<file path="config.mk">
export PLATFORM = sky130hd
export DESIGN_NAME = iir_coeff_sequencer
export DESIGN_NICKNAME = d
export VERILOG_FILES = /design/src/rtl/iir_coeff_sequencer.sv
export SDC_FILE = /design/constraint.sdc
export NUM_CORES = 1
export LEC_CHECK = 0
export ABC_AREA = 1
export BUFFER_PORTS_ARGS = -buffer_cell sky130_fd_sc_hd__buf_2
export CORE_UTILIZATION = 60
export DETAILED_ROUTE_END_ITERATION = 7
export HOLD_SLACK_MARGIN = 0.15
export PLACE_DENSITY = 0.83
export SYNTH_ARGS = -nofsm -noshare
export SYNTH_HDL_FRONTEND = slang
export SYNTH_SLANG_ARGS = --single-unit
</file>
<file path="constraint.sdc">
create_clock -name clk -period 3.39 [get_ports clk]
set_input_delay 0.1695 -clock clk [delete_from_list [all_inputs] [get_ports clk]]
set_output_delay 0.1695 -clock clk [all_outputs]
set_load 0.05 [all_outputs]
</file>
<file path="src/rtl/iir_coeff_sequencer.sv">
// Strobe timing and atomic coefficient commit for the stereo 3-tap IIR.
// Shadow set is written over wr_*, then swapped in at a sample boundary.
module iir_coeff_sequencer #(
  parameter int SAMPLE_DIV    = 1125,
  parameter int CE_PER_SAMPLE = 2,
  parameter int CE_SPACING    = 2,
  parameter int CNT_W         = 16
) (
  input  logic        clk,
  input  logic        reset_n,
  input  logic        run,
  input  logic        wr_en,
  input  logic [2:0]  wr_addr,
  input  logic [39:0] wr_data,
  output logic        wr_ready,
  output logic        commit_done,
  output logic        ce,
  output logic        sample_ce,
  output logic        flt_reset,
  output logic [39:0] cx,
  output logic [7:0]  cx0,
  output logic [7:0]  cx1,
  output logic [7:0]  cx2,
  output logic [23:0] cy0,
  output logic [23:0] cy1,
  output logic [23:0] cy2
);

  typedef enum logic {ST_STOP, ST_RUN} state_t;

  localparam logic [CNT_W-1:0] LAST = CNT_W'(SAMPLE_DIV - 1);

  state_t           state_q, state_d;
  logic [CNT_W-1:0] p_q, p_d;
  logic             pending_q, flush_q;
  logic             mute_q, mute_d;

  logic [39:0] sh_cx;
  logic [7:0]  sh_cx0, sh_cx1, sh_cx2;
  logic [23:0] sh_cy0, sh_cy1, sh_cy2;

  logic accept, ctl_req, wrap, commit;
  logic flush_sel, hit;

  assign wr_ready = ~pending_q;

  always_comb begin
    accept    = wr_en & ~pending_q;
    ctl_req   = accept && (wr_addr == 3'd7) && wr_data[0];
    wrap      = (state_q == ST_RUN) && (p_q == LAST);
    state_d   = state_q;
    unique case (state_q)
      ST_STOP: if (run) state_d = ST_RUN;
      ST_RUN:  if (wrap && !run) state_d = ST_STOP;
      default: state_d = ST_STOP;
    endcase
    p_d = '0;
    if (state_q == ST_RUN && state_d == ST_RUN && !wrap)
      p_d = p_q + CNT_W'(1);
    // A stopped sequencer has no boundary to wait for.
    commit    = (wrap && pending_q) ||
                (state_q == ST_STOP && (pending_q || ctl_req));
    flush_sel = pending_q ? flush_q : wr_data[1];
    mute_d    = mute_q;
    if (commit)
      mute_d = flush_sel && (state_d == ST_RUN);
    else if (wrap)
      mute_d = 1'b0;
    hit = 1'b0;
    for (int k = 0; k < CE_PER_SAMPLE; k++)
      if (p_d == CNT_W'(k * CE_SPACING)) hit = 1'b1;
  end

  always_ff @(posedge clk or negedge reset_n) begin
    if (!reset_n) begin
      state_q     <= ST_STOP;
      p_q         <= '0;
      mute_q      <= 1'b0;
      pending_q   <= 1'b0;
      flush_q     <= 1'b0;
      ce          <= 1'b0;
      sample_ce   <= 1'b0;
      commit_done <= 1'b0;
      flt_reset   <= 1'b0;
    end else begin
      state_q     <= state_d;
      p_q         <= p_d;
      mute_q      <= mute_d;
      ce          <= (state_d == ST_RUN) && hit && !mute_d;
      sample_ce   <= (state_d == ST_RUN) && (p_d == LAST);
      commit_done <= commit;
      flt_reset   <= commit && flush_sel;
      if (commit) begin
        pending_q <= 1'b0;
      end else if (ctl_req && state_q == ST_RUN) begin
        pending_q <= 1'b1;
        flush_q   <= wr_data[1];
      end
    end
  end

  always_ff @(posedge clk or negedge reset_n) begin
    if (!reset_n) begin
      sh_cx  <= '0;
      sh_cx0 <= '0;
      sh_cx1 <= '0;
      sh_cx2 <= '0;
      sh_cy0 <= '0;
      sh_cy1 <= '0;
      sh_cy2 <= '0;
    end else if (accept) begin
      unique case (wr_addr)
        3'd0: sh_cx  <= wr_data;
        3'd1: sh_cx0 <= wr_data[7:0];
        3'd2: sh_cx1 <= wr_data[7:0];
        3'd3: sh_cx2 <= wr_data[7:0];
        3'd4: sh_cy0 <= wr_data[23:0];
        3'd5: sh_cy1 <= wr_data[23:0];
        3'd6: sh_cy2 <= wr_data[23:0];
        default: ;
      endcase
    end
  end

  always_ff @(posedge clk or negedge reset_n) begin
    if (!reset_n) begin
      cx  <= '0;
      cx0 <= '0;
      cx1 <= '0;
      cx2 <= '0;
      cy0 <= '0;
      cy1 <= '0;
      cy2 <= '0;
    end else if (commit) begin
      cx  <= sh_cx;
      cx0 <= sh_cx0;
      cx1 <= sh_cx1;
      cx2 <= sh_cx2;
      cy0 <= sh_cy0;
      cy1 <= sh_cy1;
      cy2 <= sh_cy2;
    end
  end

endmodule
</file>
-- Word-level counts from Yosys, hierarchy flattened
Index checks and enable logic that the tools add are counted.
- output and inout port bits: 141
- memory bits (writable): 0
- latch bits: 0
- memory bits (read-only): 0
- logic and storage cells: 79
- bits in registers: 296
- memories kept: 0
- input port bits: 47
- bitwise operators: 4
- equal/unequal tests: 10
- divide/modulo/power cells: 0
- mux-type cells: 11
- add/sub/neg operators: 1
- reduce and logical (&&, ||, !) cells: 30
- order comparisons: 0
- shift operators: 0
- multipliers: 0
- operators with widths (cell ; count):
    $eq 16x11->1 const B ; 2
    $add 16x1->16 const B ; 1
    $eq 16x2->1 const B ; 1
    $logic_not 16->1 ; 1
    $mux 16 ; 1
    $reduce_and 2->1 ; 8
    $logic_and 1x1->1 ; 14
    $eq 3x3->1 const B ; 4
    $mux 1 ; 9
    $eq 3x2->1 const B ; 2
    $eq 3x1->1 const B ; 1
    $logic_not 1->1 ; 3
    $logic_not 3->1 ; 1
    $not 1->1 ; 3
    $logic_or 1x1->1 ; 2
    $pmux 1 s2 ; 1
    $reduce_bool 2->1 ; 1
    $and 1x1->1 ; 1

-- Longest topological paths before layout
Gate-level depths: netlist (run 1).
- depth in word-level cells: 13
- depth in mapped cells: 14
- mapped depth without buffers: 14

-- Worst setup path after synthesis (run 1)
No wires, ideal clock.
- path type: reg-to-reg
- start point: register p_q[0]
- end point: register cy1[0]
- path slack: 1700 ps
- data arrival time: 1559 ps
- stages on the path, launching flop included: 14
- clock period less this slack: 1690 ps
- required time: 3260 ps
- buffers on the path: 2
- library setup time: 130 ps
- cells stage by stage: dfrtp_1 inv_1 ha_1 nand2_1 inv_1 nand2_1 nor2_1 nand2_1 nand2_4 nand2_4 buf_6 buf_2 nand2_1 o21ai_1
- cells in the longest elaborated chain, start to end: 4
- ends and longest elaborated chain (item ; line ; text):
    start, declared ; 34 ; logic [CNT_W-1:0] p_q, p_d;
    start signal, assigned ; 87 ; p_q <= p_d;
    $eq 16x11->1 ; 50 ; wrap = (state_q == ST_RUN) && (p_q == LAST);
    $logic_and 1x1->1 ; 50 ;
    $logic_and 1x1->1 ; 61 ; commit = (wrap && pending_q) ||
    $logic_or 1x1->1 ; 61 ;
    end signal, assigned ; 140 ; cy1 <= sh_cy1;
    end, declared ; 25 ; output logic [23:0] cy1,
Every way passes these cells.
A chain may end at the register's enable or synchronous reset.

-- Final worst setup path (run 1)
- start point: register p_q[0]
- end point: register ce
- cells in the longest elaborated chain, start to end: 13
- elaborated cells on any way between the ends: 22
- classes of those cells: add/sub (1); eq/ne (2); mux (7); reduce/logical (12)
- ends and longest elaborated chain (item ; line ; text):
    $eq 16x11->1 ; 50 ;
    $logic_and 1x1->1 ; 50 ;
    $logic_and 1x1->1 ; 54 ; ST_RUN: if (wrap && !run) state_d = ST_STOP;
    $mux 1 ; 54 ;
    $pmux 1 s2 ; 52 ; unique case (state_q)
    $logic_and 1x1->1 (2 in a row) ; 58 ; if (state_q == ST_RUN && state_d == ST_RUN && !wrap)
    $mux 16 ; 58 ;
    $logic_not 16->1 ; 71 ; if (p_d == CNT_W'(k * CE_SPACING)) hit = 1'b1;
    $mux 1 (2 in a row) ; 71 ;
    $logic_and 1x1->1 ; 89 ; ce <= (state_d == ST_RUN) && hit && !mute_d;
    $logic_and 1x1->1 * ; 89 ;
    end signal, assigned ; 89 ;
    end, declared ; 17 ; output logic ce,
Mark *: on every way between the ends. The rest lies on a longest branch, timed or not.

==> flow_summary.ini, run 1 <==
[timing]
whs_ns = 0.211
layout_worst_path_cycle_share_pct = 76.2
setup_viol = 0
max-slew-margin-rel_pct = 37.5
tns_ns = 0
max_freq_mhz = 387
slew_viol_final = 0
hold_viol_final = 0
rsz0062_at_grt = false
fin_skew_ns = 0.0109
finalWorstSetupSlack_ns = 0.806
worst_pin_slew_ns = 0.934
period_minus_slack_ns = 2.58

[grt]
grt.overflow.total = 0
grt_pass1_wl_um = 43400
grt_max_degree = 143
grt_use_total_pct = 27.7
antenna_found_initial = 0
first_global_vias = 8800

[floorplan]
initial_core_util_pct = 61.3
dieArea_um2 = 19700
rows = 50
pin_count = 188
die_h_um = 140
core-area_um2 = 18800
fp.dieW_um = 140

[layout]
design_area_um2 = 13900
nets = 1496
seq_area_um2 = 7410
final_util_pct = 74.1
synthToLayoutAreaGrowth_pct = 20.8
multi_input_area_um2 = 3400
drive_gt1_share_pct = 18.8
n_fill_cell = 1320

[place]
hpwl_um = 16800
pre_cts_slack_ns = 0.834
place_area_um2 = 12500
io_buffers = 187
place.gp.congestion = 0.856

[logic_synthesis]
synth_edf_count = 0
synthesis.nets = 1279
synth-async-reset-ratio_pct = 100
syn_area_per_cell_um2 = 9.36
synth_area_um2 = 11500
yosysTopAreaCellShare_pct = 64.4
yosys.cell_types.count = 27
ys_ff_latch = 296
synthTopCellsByArea = dfrtp_1 64%, nand2_1 16%, o21ai_0 5.6%, inv_1 3.4%, o21ai_1 2.2%
yosys.area_share.simple_pct = 19.3
ys_warn_count = 0
synthAdderAreaFrac_pct = 0.217
syn_inst = 1230
yosysMostFrequentCell = nand2_1
ys_dominant_reg_cell = dfrtp_1
synth_top_area_cell = dfrtp_1
synth_top_family_by_area = simple AND/OR/NAND/NOR gates
synth-xor-area-share_pct = 0.381
ys_seq_area_share_pct = 64.4
synth_common_cells = 487 x nand2_1, 296 x dfrtp_1, 129 x o21ai_0
synth.area.mux_share_pct = 1.47
synth_compound_area_share_pct = 7.91

[flow_run]
cap_viol_max_count = 0

[worst_hold_path]
holdPathStages = 5
hp-class = primary input to register

[cts]
clockRootBuffer = clkbuf_16
clk_path_buf_depth = 3
htreeDepth = 1
cts.sinks = 296
tritoncts = done
cts_resized = 0
cts_buffers = 29
clock_latency_ns = 0.53
post_cts_buffers = 0
path_clk_slew_ns = 0.06

[routing]
drtPass1Iterations = 8
wirelength_um = 26300
drt_iter0_drc = 689
drc = 0
num_vias = 8994
antenna_left = 0
wl_per_cell_um = 15.5
via_per_inst = 5.29

[pwr]
p_comb_share_pct = 3.1
switchingPower_mw = 1.43
pwr-share-seq_pct = 52.3
power_frac_clock_pct = 44.7
p_int_mw = 5.42
p_leak_nw = 7.76
switching_share_pct = 20.9
peakVddDrop_mv = 0.339
p_per_area_nw_per_um2 = 493

[critical_path]
critical_path_class = register to register
slowest_stage = clkinv_4
r2r_slack_ns = 0.81
crit_fanout = 64
cp.arrival_ns = 3.01
rr_endpoint = ce
crit_path_start = p_q[0]
crit_path_frequent_cell = nor2_1
cp_cell_sequence = inv_1, ha_1, nand2_1, inv_1, nand2_1, nor2_1, nand2_1, nand2_4, nand2_8, clkinv_4, nor2_1, nor2_1, nand3_1, nor2_1
start_kind = register
rr_worst_depth = 14
endpoint = ce
slowest_delay_ns = 0.43
reg2reg_from = p_q[0]
end_kind = register
worst_ep_required_time_ns = 3.82

[status]
status = finished, final reports clean
-- final cells by class --
type | instances | area share, %
Antenna cell | 1 | 0.0180
Clock buffer | 39 | 6.00
Clock inverter | 9 | 0.531
Inverter | 106 | 2.90
Multi-Input combinational cell | 773 | 24.5
Sequential cell | 296 | 53.3
Tap cell | 234 | 2.11
Timing Repair Buffer | 241 | 10.7
-- state kept, by name, summed over array words and instances (netlist names), 8 cells and up --
| register | count |
|---|---|
| cy2 | 24 |
| sh_cy0 | 24 |
| sh_cx1 | 8 |
| sh_cy2 | 24 |
| p_q | 16 |
| cx | 40 |
| cx2 | 8 |
| cy1 | 24 |
| cx1 | 8 |
| sh_cx2 | 8 |
| cy0 | 24 |
| sh_cx0 | 8 |
| sh_cx | 40 |
| sh_cy1 | 24 |
| cx0 | 8 |
-- layer usage --
metal | vias up | GRT usage [%] | part of all wire, %
met4 | 0 | 8.64 | 2.8
met3 | 48 | 4.38 | 6.9
met1 | 4370 | 39.2 | 43
met2 | 316 | 44.6 | 47
met5 | - | 0 | 0
li1 | 4260 | - | -
-- power by group through the flow --
stage          Clock (mW)  Sequential [mW]  Combinational [mW]
5_1_grt              3.24             3.58               0.241
3_3_place_gp            0             3.64               0.170
2_1_floorplan           0             3.64              0.0365
4_1_cts              3.10             3.58               0.215
6_report             3.06             3.58               0.212
3_5_place_dp            0             3.64               0.174
-- worst min-delay path by stage --
stage	start	slack (ns)	to
floorplan	reset_n	-0.13	ce
global placement	reset_n	0.29	cx0[3]
detailed placement	reset_n	0.30	cx0[5]
CTS	wr_addr[2]	0.19	flush_q
global route	wr_addr[2]	0.23	flush_q
finish	wr_addr[2]	0.21	flush_q
-- per-stage QoR --
stage	cells	power, mW
after floorplan	1230	3.68
after global placement	1606	3.81
after detailed placement	1606	3.82
after CTS	1698	6.89
after global routing	1698	7.06
final	1699	6.85
-- cells in the final DEF (no fill, tap or decap), drive strengths merged --
cell type / n
nand2: 489
dfrtp: 296
buf: 197
o21ai: 179
inv: 106
nor2: 53
dlygate4sd3: 44
clkbuf: 39
mux2: 15
nand3: 15
clkinv: 8
nor3: 7
xor2: 4
a21oi: 3
nand4: 2
ha: 2
diode: 1
nor3b: 1
xnor2: 1
and2: 1
nand3b: 1
bufinv: 1
-- timing repair --
| item | 4_1_cts | 5_1_grt |
|---|---|---|
| endpoints found under the hold margin | 248 | 0 |
| hold buffers | 44 | 0 |
| endpoints found under the setup margin | 0 | 0 |
-- cell families (layout without fill, tap and decap cells) --
kind of cell / Yosys count / in the layout
buffers and inverters: 161 / 395
DFF: 296 / 296
other: 0 / 1
AOI/OAI and AO/OA: 182 / 182
adders and majority gates: 2 / 2
muxes: 15 / 15
xor gates and xnor gates: 5 / 5
and+or+nand+nor: 569 / 569
-- critical path, delay by kind of cell (launching register included) --
kind                       cells  cell delay, ns
DFF                            1            0.40
buffers and inverters          3            0.56
adders and majority gates      1            0.21
and+or+nand+nor               10            1.24
Power figures use the tool's default switching activity.
==> run 2: changes to the inputs <==
Settings changed: ABC_AREA 1 to 0, CORE_UTILIZATION 60 to 56, PLACE_DENSITY 0.83 to 0.78.
Clock period 3.39 ns to 2.6 ns, I/O delays scaled along.
==> run 2 against run 1 <==
Net effect: count of clock-buffer cells in the layout grew 3; via count decreased by 25%; critical path depth decreased by 8; setup slack lost 0.74 ns; register-to-register slack lost 0.74 ns; core utilization fell by 3.9 points; fmax rose by 2.0%; critical endpoint is now cx[38]; highest routed layer unchanged.
==> flow_summary.ini, run 2 <==
[status]
status = finished, final reports clean

[timing]
rsz0062_at_grt = true
slew_viol_final = 0
hold_viol_final = 0
max_freq_mhz = 395
layout_worst_path_cycle_share_pct = 97.5
setup_viol = 0
fin_skew_ns = 0.0156
period_minus_slack_ns = 2.53
worst_pin_slew_ns = 0.735
max-slew-margin-rel_pct = 51.0
tns_ns = 0

[logic_synthesis]
ys_warn_count = 0
syn_area_per_cell_um2 = 16.6
yosysMostFrequentCell = dfrtp_1
ys_ff_latch = 296
yosysTopAreaCellShare_pct = 62.0
synthesis.nets = 767
synth-async-reset-ratio_pct = 100
synth_edf_count = 0
syn_inst = 718
ys_seq_area_share_pct = 62.0
ys_dominant_reg_cell = dfrtp_1
synthTopCellsByArea = dfrtp_1 62%, mux2_2 14%, mux2_4 13%, mux2_1 1.9%, buf_12 1.8%
synth_common_cells = 296 x dfrtp_1, 153 x mux2_2, 100 x mux2_4
synth_top_area_cell = dfrtp_1
synth_area_um2 = 11900
yosys.cell_types.count = 44

[place]
io_buffers = 187
dp.cells = 1183
place.gp.congestion = 0.854
hpwl_um = 15800

[floorplan]
rows = 53
core-area_um2 = 21000
fp.dieW_um = 148
pin_count = 188
dieArea_um2 = 21900
die_h_um = 148
initial_core_util_pct = 57.0

[layout]
nets = 1035
final_util_pct = 70.1
n_antenna_cell = 0
stdcell_count = 1283
drive_gt1_share_pct = 52.4
reg_top3 = cx x40, sh_cx x40
mostFrequentLayoutCells = 296 x dfrtp_1, 186 x buf_2, 153 x mux2_2
final_common_cell = dfrtp_1
synthToLayoutAreaGrowth_pct = 23.1

[critical_path]
cp_cell_sequence = or4_1, nor4_2, nand2_1, a21oi_4, buf_12, mux2_2
cp.arrival_ns = 2.95
cp_top_family = simple AND/OR/NAND/NOR gates
slowest_stage = or4_1
worst_ep_required_time_ns = 3.02
slowest_delay_ns = 0.58
end_kind = register
crit_fanout = 53
start_kind = register
critPathBufInv = 1
critical_path_class = register to register

[cts]
htreeDepth = 1
tritoncts = done
clk_path_buf_depth = 3
post_cts_buffers = 0
cts.sinks = 296
clock_latency_ns = 0.54
clockRootBuffer = clkbuf_16
cts_buffers = 30
path_clk_slew_ns = 0.06
cts_resized = 0

[worst_hold_path]
hp-class = primary input to asynchronous set/reset pin

[pwr]
peakVddDrop_mv = 0.454
p_leak_nw = 7.41
switchingPower_mw = 2.34
pwr-share-seq_pct = 51.9
switching_share_pct = 22.3
p_per_area_nw_per_um2 = 713
p_comb_share_pct = 8.3
power_frac_clock_pct = 39.8
p_int_mw = 8.14

[routing]
drtPass1Iterations = 4
wirelength_um = 24300
drc = 0
num_vias = 6785
drt_iter0_drc = 266
wl_per_cell_um = 19.0
antenna_left = 0
via_per_inst = 5.29

[grt]
grt_pass1_wl_um = 39100
grt.overflow.total = 0
grt_max_degree = 94
first_global_vias = 7200
antenna_found_initial = 0
grt_use_total_pct = 22.8

[flow_run]
cap_viol_max_count = 0
run 2: cell count changes in the layout (fill, tap and decap cells not counted), sizes merged, moves of 25 or more:
cell / change
o21ai: -177
nand2: -478
buf: +25
mux2: +258
nor2: -33
inv: -101
run 2: per-stage QoR:
step | power (mW) | hold WS (ns) | cell area (um2) | setup slack (ns)
2_1_floorplan | 5.98 | -0.166 | 11900 | 0.186
4_1_cts | 10.6 | 0.220 | 14700 | 0.0387
6_report | 10.5 | 0.190 | 14700 | 0.0663
3_3_place_gp | 6.25 | 0.193 | 13300 | 0.0924
5_1_grt | 10.9 | 0.249 | 14700 | -0.0127
3_5_place_dp | 6.34 | 0.202 | 13300 | 0.0449
run 2: area by class of cell:
class | instances | area [um2]
clock buffer | 42 | 847
clock inverter | 12 | 115
fill | 1412 | 6260
inverter | 5 | 18.8
multi-input combinational | 385 | 4210
sequential | 296 | 7410
tap | 275 | 344
timing repair buffer | 268 | 1760
run 2: cell families (layout without fill, tap and decap cells):
group           Yosys count  after routing  synth area share (%)
fa+ha+maj                 2              2                 0.210
xor+xnor                 16             16                  1.17
flops                   296            296                  62.0
compound gates           12             12                 0.839
buf+inv                  37            327                  2.90
mux                     275            275                  29.1
simple gates             80             80                  3.77
run 2: worst register-to-register path, cell delays in order (launching register included):
cell and delay (ns):
dfrtp_1 0.37, or4_1 0.58, nor4_2 0.33, nand2_1 0.17, a21oi_4 0.22, buf_12 0.33, mux2_2 0.42
run 2: worst paths after layout:
kind                              from        end  slack (ns)  cells after the start
setup / recovery                p_q[8]     cx[38]        0.07                      6
hold / removal                 reset_n    cy1[16]        0.19                      2
setup reg to reg                p_q[8]     cx[38]        0.07                      6
hold reg to reg              sh_cx[24]     cx[24]        0.48                      1
max in group asynchronous      reset_n  sh_cx2[6]        1.55                      3
min in group clk           wr_data[39]  sh_cx[39]        0.36                      3
run 2: power by group through the flow:
stage | combinational, mW | clock (mW) | sequential [mW]
after floorplan | 0.569 | 0 | 5.42
final | 0.869 | 4.17 | 5.44
after global routing | 0.955 | 4.45 | 5.50
after detailed placement | 0.824 | 0 | 5.51
after global placement | 0.783 | 0 | 5.47
after CTS | 0.885 | 4.26 | 5.43
run 2: timing repair:
action	4_1_cts	5_1_grt
endpoints found under the hold margin	270	0
endpoints found under the setup margin	0	30
hold buffers	46	0
run 2: metal layers:
layer / part of all wire, % / vias up / global-route usage (%)
met5: 0 / - / 0
met4: 2.2 / 0 / 5.57
met3: 5.6 / 34 / 4.69
met2: 48 / 180 / 37.2
met1: 44 / 3496 / 31.5
li1: - / 3075 / -
